[src/rtl/mips_int_ctrl.sv]
// Vectored interrupt controller: synchronised edge/level channels, fixed lowest-index priority.
// Build option: define INT_NESTING_EN to let strictly higher-priority channels preempt service.
module mips_int_ctrl #(
    parameter int unsigned NUM_IRQ    = 8,
    parameter logic [31:0] VEC_BASE   = 32'h0000_0180,
    parameter int unsigned VEC_STRIDE = 8
) (
    input  logic                       clk,
    input  logic                       rst,
    input  logic [NUM_IRQ-1:0]         irq,
    output logic                       int_req,
    input  logic                       int_ack,
    input  logic                       int_eoi,
    output logic [$clog2(NUM_IRQ)-1:0] int_id,
    output logic [31:0]                int_vec,
    input  logic                       cfg_we,
    input  logic                       cfg_sel,
    input  logic [NUM_IRQ-1:0]         cfg_wdata,
    output logic [NUM_IRQ-1:0]         pending
);
    localparam int unsigned IdW = $clog2(NUM_IRQ);
    localparam logic [NUM_IRQ-1:0] One = {{(NUM_IRQ-1){1'b0}}, 1'b1};

    typedef logic [NUM_IRQ-1:0] vec_t;

    // One-hot of the lowest set bit (highest priority), zero if none.
    function automatic vec_t lowest(input vec_t v);
        return v & (~v + One);
    endfunction

    // Channels permitted to request while the given in-service set is active.
    function automatic vec_t allowed(input vec_t in_svc);
`ifdef INT_NESTING_EN
        return lowest(in_svc) - One;
`else
        return (in_svc == '0) ? '1 : '0;
`endif
    endfunction

    function automatic logic [IdW-1:0] onehot_id(input vec_t oh);
        logic [IdW-1:0] id;
        id = '0;
        for (int unsigned i = 0; i < NUM_IRQ; i++) begin
            if (oh[i]) id = IdW'(i);
        end
        return id;
    endfunction

    vec_t           sync1_q, sync2_q, sync3_q;
    vec_t           mask_q, mask_d, mode_q, mode_d;
    vec_t           pending_q, pending_d, in_service_q, in_service_d;
    logic           int_req_q, int_req_d;
    logic [IdW-1:0] int_id_q, int_id_d;
    vec_t           rise, eligible, in_service_eoi, ack_pool, ack_oh, ack_clr;
    logic           ack_take;

    always_ff @(posedge clk or negedge rst) begin
        if (!rst) begin
            sync1_q      <= '0;
            sync2_q      <= '0;
            sync3_q      <= '0;
            mask_q       <= '1;
            mode_q       <= '0;
            pending_q    <= '0;
            in_service_q <= '0;
            int_req_q    <= 1'b0;
            int_id_q     <= '0;
        end else begin
            sync1_q      <= irq;
            sync2_q      <= sync1_q;
            sync3_q      <= sync2_q;
            mask_q       <= mask_d;
            mode_q       <= mode_d;
            pending_q    <= pending_d;
            in_service_q <= in_service_d;
            int_req_q    <= int_req_d;
            int_id_q     <= int_id_d;
        end
    end

    always_comb begin
        rise     = sync2_q & ~sync3_q;
        eligible = pending_q & ~mask_q & ~in_service_q;

        // EOI retires first so a same-cycle ack sees the updated in-service set.
        in_service_eoi = in_service_q;
        if (int_eoi) in_service_eoi = in_service_q & ~lowest(in_service_q);

        ack_pool = pending_q & ~mask_q & ~in_service_eoi & allowed(in_service_eoi);
        ack_oh   = lowest(ack_pool);
        ack_take = int_ack && int_req_q && (ack_pool != '0);
        ack_clr  = ack_take ? ack_oh : '0;

        in_service_d = in_service_eoi | ack_clr;
        // Edge channels: a new rise beats a same-cycle ack clear. Level channels track the line.
        pending_d = (mode_q & ((pending_q & ~ack_clr) | rise)) | (~mode_q & sync2_q);
        int_req_d = !ack_take && ((eligible & allowed(in_service_q)) != '0);

        int_id_d = int_id_q;
        if (ack_take) begin
            int_id_d = onehot_id(ack_oh);
        end else if ((in_service_eoi != in_service_q) && (in_service_eoi != '0)) begin
            int_id_d = onehot_id(lowest(in_service_eoi));
        end

        mask_d = mask_q;
        mode_d = mode_q;
        if (cfg_we) begin
            if (cfg_sel) mode_d = cfg_wdata;
            else         mask_d = cfg_wdata;
        end
    end

    assign int_req = int_req_q;
    assign int_id  = int_id_q;
    assign pending = pending_q;
    assign int_vec = VEC_BASE + 32'(int_id_q) * VEC_STRIDE;

endmodule
[config.mk]
export PLATFORM = sky130hd
export DESIGN_NAME = mips_int_ctrl
export DESIGN_NICKNAME = d
export VERILOG_FILES = /design/src/rtl/mips_int_ctrl.sv
export SDC_FILE = /design/constraint.sdc
export NUM_CORES = 1
export LEC_CHECK = 0
export CORE_MARGIN = 2
export CORE_UTILIZATION = 40
export DETAILED_ROUTE_END_ITERATION = 10
export PLACE_DENSITY_LB_ADDON = 0.1
export SKIP_LAST_GASP = 1
export SLEW_MARGIN = 25
export SYNTH_ARGS = -nofsm -noshare
export SYNTH_HDL_FRONTEND = slang
export SYNTH_SLANG_ARGS = --single-unit
[constraint.sdc]
create_clock -name clk -period 2.46 [get_ports clk]
set_input_delay 0.615 -clock clk [delete_from_list [all_inputs] [get_ports clk]]
set_output_delay 0.615 -clock clk [all_outputs]
set_load 0.005 [all_outputs]
==> metrics.md <==
| Metric | Value |
|---|---|
| Post-synth EDFFs | `0` |
| RSZ-0062 raised after global routing | `yes` |
| Synthesized area per cell | `approximately 11 sq um` |
| Final hold vios | `0` |
| Synth top area share | `between 40% and 50%` |
| Critical path launch point type | `input port` |
| WP data required | `2.68 ns` |
| Pin count of the biggest net entering global routing | `37` |
| Vias in the first global route | `around 1900` |
| Crit path arrival time | `roughly 2.7 ns` |
| Post-Syn Area | `between 2000 and 3000 sq um` |
| Final wirelength | `around 5700 um` |
| Via Count | `1992` |
| Unique masters post-synth | `48` |
| # nets final | `around 330` |
| CP max FO | `5` |
| Reg clk slew, reported paths | `about 0.070 ns` |
| Register area share after synthesis | `around 55%` |
| Num CTS Buffers | `9` |
| Die area | `roughly 7500 sq um` |
| Slew headroom | `about 60%` |
| Remaining Overflow, GRT | `0` |
| Routed Antenna Nets | `0` |
| Initial Util | `around 41%` |
| Final min period | `2.434 ns` |
| First drt pass iteration count | `4` |
| CTS root buf | `clkbuf_8` |
| Top_reg_cell synth | `dfrtp_1` |
| Asr flop ratio synth | `100.0%` |
| Combinational power share | `between 30 and 40%` |
| Commonest non-fill, non-tap cell in the layout | `dfrtp_1` |
| Worst-Skew Late Latency | `between 0.3 and 0.4 ns` |
| First-pass GRT wire length | `between 9000 and 10000 um` |
| DR DRC count | `0` |
| CTS tree | `built` |
| Worst Hold Class | `input port to asynchronous set/reset pin` |
| FF-to-FF setup slack | `0.04 ns` |
| Cell-internal power | `2.340 mW` |
| I/O Buffers | `36` |
| Synth warnings | `0` |
| Max-cap check violation count | `0` |
| Sw power | `between 1 and 1.5 mW` |
| Initial antenna violation count | `0` |
| Tcrit/Tclk final | `a little over nine tenths` |
| Die width | `a little under 90 um` |
| Hold buffers post-CTS | `0` |
| CTS max path bufs | `2` |
| Clock Sink Count | `60` |
| Area contributors post-synth | `dfrtp_1 48%, buf_4 8.8%, dfstp_2 7.7%` |
| Peak supply drop | `just under 0.4 mV` |
| GRT Total Usage | `between 15 and 20%` |
| Via density | `about 5.0` |
| Pleak | `about 1.6 nW` |
| Final Instance Area | `around 3500 sq um` |
| Max-slew violations | `0` |
| WS Path Type | `input port to flip-flop` |
| Area Overhead vs Synth | `29.24%` |
| Dpl hpwl | `approximately 4200 um` |
| Setup Skew | `between 0.005 and 0.006 ns` |
| Worst-margin pin slew | `about 0.60 ns` |
| Placed Area | `3304 sq um` |
| Antenna diode count | `0` |
| Pwr Density | `approximately 960 nW/um^2` |
| Num ports | `66` |
| Most frequent cells in the layout | `52 x dfrtp_1, 34 x clkdlybuf4s50_1, 30 x buf_4` |
| Die Y | `a little under 90 um` |
| Maximum clock rate | `0.4108 GHz` |
| Placed cell count | `about 380` |
| Sw frac | `31.02%` |
| Worst Setup End Kind | `flip-flop` |
| Mapped Cells | `roughly 240` |
| Iteration-0 DRC Markers | `between 100 and 150` |
| Layout Cells excl Fill | `a little under 400` |
| Synth area leader | `dfrtp_1` |
| Endpoints failing setup | `0` |
| FP Rows | `30` |
| CORE AREA | `approximately 6700 sq um` |
| Register share of total power | `between 30% and 40%` |
| Share of layout cells above drive strength 1 | `between 20% and 30%` |
| Status | `complete, no violations` |
| H-tree depth | `3` |
| Yosys reg bits | `60` |
| Placer Congestion | `~0.82` |
| DR WL/cell | `14.40 um` |
| Clk network pwr share | `approximately 29%` |
==> power groups by stage <==
| stage | logic [mW] | registers (mW) | clock network (mW) |
|---|---|---|---|
| after floorplan | 0.667 | 1.26 | 0 |
| after global placement | 1.13 | 1.29 | 0 |
| after detailed placement | 1.12 | 1.29 | 0 |
| after CTS | 1.14 | 1.28 | 0.995 |
| after global routing | 1.25 | 1.30 | 1.04 |
| final | 1.15 | 1.28 | 0.971 |
==> state kept, by name, summed over array words and instances, names as in the netlist <==
name and flops:
sync3_q 8, pending 8, mode_q 8, mask_q 8, sync2_q 8, in_service_q 8
sync1_q 8, int_id 3, int_req 1
==> stage by stage <==
stage | worst slack [ns] | util, % | setup TNS, ns | hold WS [ns] | total power [mW]
2_1_floorplan | -0.03502 | - | -0.03502 | 0.3194 | 1.924
3_3_place_gp | -0.5458 | 49.18 | -6.991 | 0.3318 | 2.413
3_5_place_dp | -0.5599 | 49.18 | -6.887 | 0.3347 | 2.417
4_1_cts | 0.02818 | 52.57 | 0 | 0.2976 | 3.414
5_1_grt | -0.01063 | 52.68 | -0.01063 | 0.3188 | 3.586
6_report | 0.02584 | 52.68 | 0 | 0.2830 | 3.392
==> worst paths after layout <==
path	startpoint	endpoint	cells after the start
max	int_eoi	pending[7]$_DFF_PN0_	8
min	rst	sync1_q[6]$_DFF_PN0_	1
max reg2reg	in_service_q[0]$_DFF_PN0_	pending[7]$_DFF_PN0_	6
min reg2reg	sync1_q[6]$_DFF_PN0_	sync2_q[6]$_DFF_PN0_	0
max in group asynchronous	rst	mask_q[0]$_DFFE_PN1P_	2
min in group clk	sync1_q[6]$_DFF_PN0_	sync2_q[6]$_DFF_PN0_	0
==> routing by layer <==
layer / vias up / routed length (um) / track usage [%]
met5: - / 0 / 0
met4: 0 / 80 / 5.966
met3: 7 / 334 / 4.381
met2: 71 / 2559 / 24.34
met1: 972 / 2726 / 24.27
li1: 942 / - / -
==> layout make-up <==
cell class / instances / area (sq um)
Fill cell: 625 / 3179
Sequential cell: 60 / 1511
Multi-Input combinational cell: 168 / 1095
Timing Repair Buffer: 67 / 599.3
Clock buffer: 10 / 127.6
Tap cell: 80 / 100.1
Clock inverter: 6 / 87.58
Inverter: 5 / 18.77
==> cells by family after synthesis <==
logic type / Yosys count / share of synthesized area, %
AOI/OAI and AO/OA: 44 / 11.10
and+or+nand+nor: 75 / 14.98
muxes: 18 / 7.355
other: 2 / 0.2742
buffers and inverters: 42 / 10.74
DFF: 60 / 55.19
adders and majority gates: 1 / 0.3655
==> critical path, cell delays in order <==
cell           delay (ns)
dlygate4sd2_1        0.26
buf_4                0.16
or3b_2               0.19
a21oi_1              0.09
nor4_2               0.41
nand2_1              0.15
or4b_4               0.54
a32o_1               0.25
==> synth_stat cells (all sizes together) (2+ instances only) <==
library cell	instances
dfrtp	52
buf	35
nand2	29
mux2	17
nand2b	12
a21oi	10
dfstp	8
o21ai	8
inv	5
nor2	5
a32o	4
nor3	4
o211ai	4
a31oi	3
and2	3
nand3	3
nand4	3
nor4	3
or3	3
or4b	3
a21o	2
clkbuf	2
conb	2
nor3b	2
o22ai	2
o31ai	2
or2	2
==> repair_timing <==
item                       4_1_cts  5_1_grt
gates cloned                     1        0
setup buffers                    0        1
pin swaps                        1        1
resized for setup                2        1
setup endpoints to repair       11        2
Note: power is estimated with default switching activity, not from simulation.
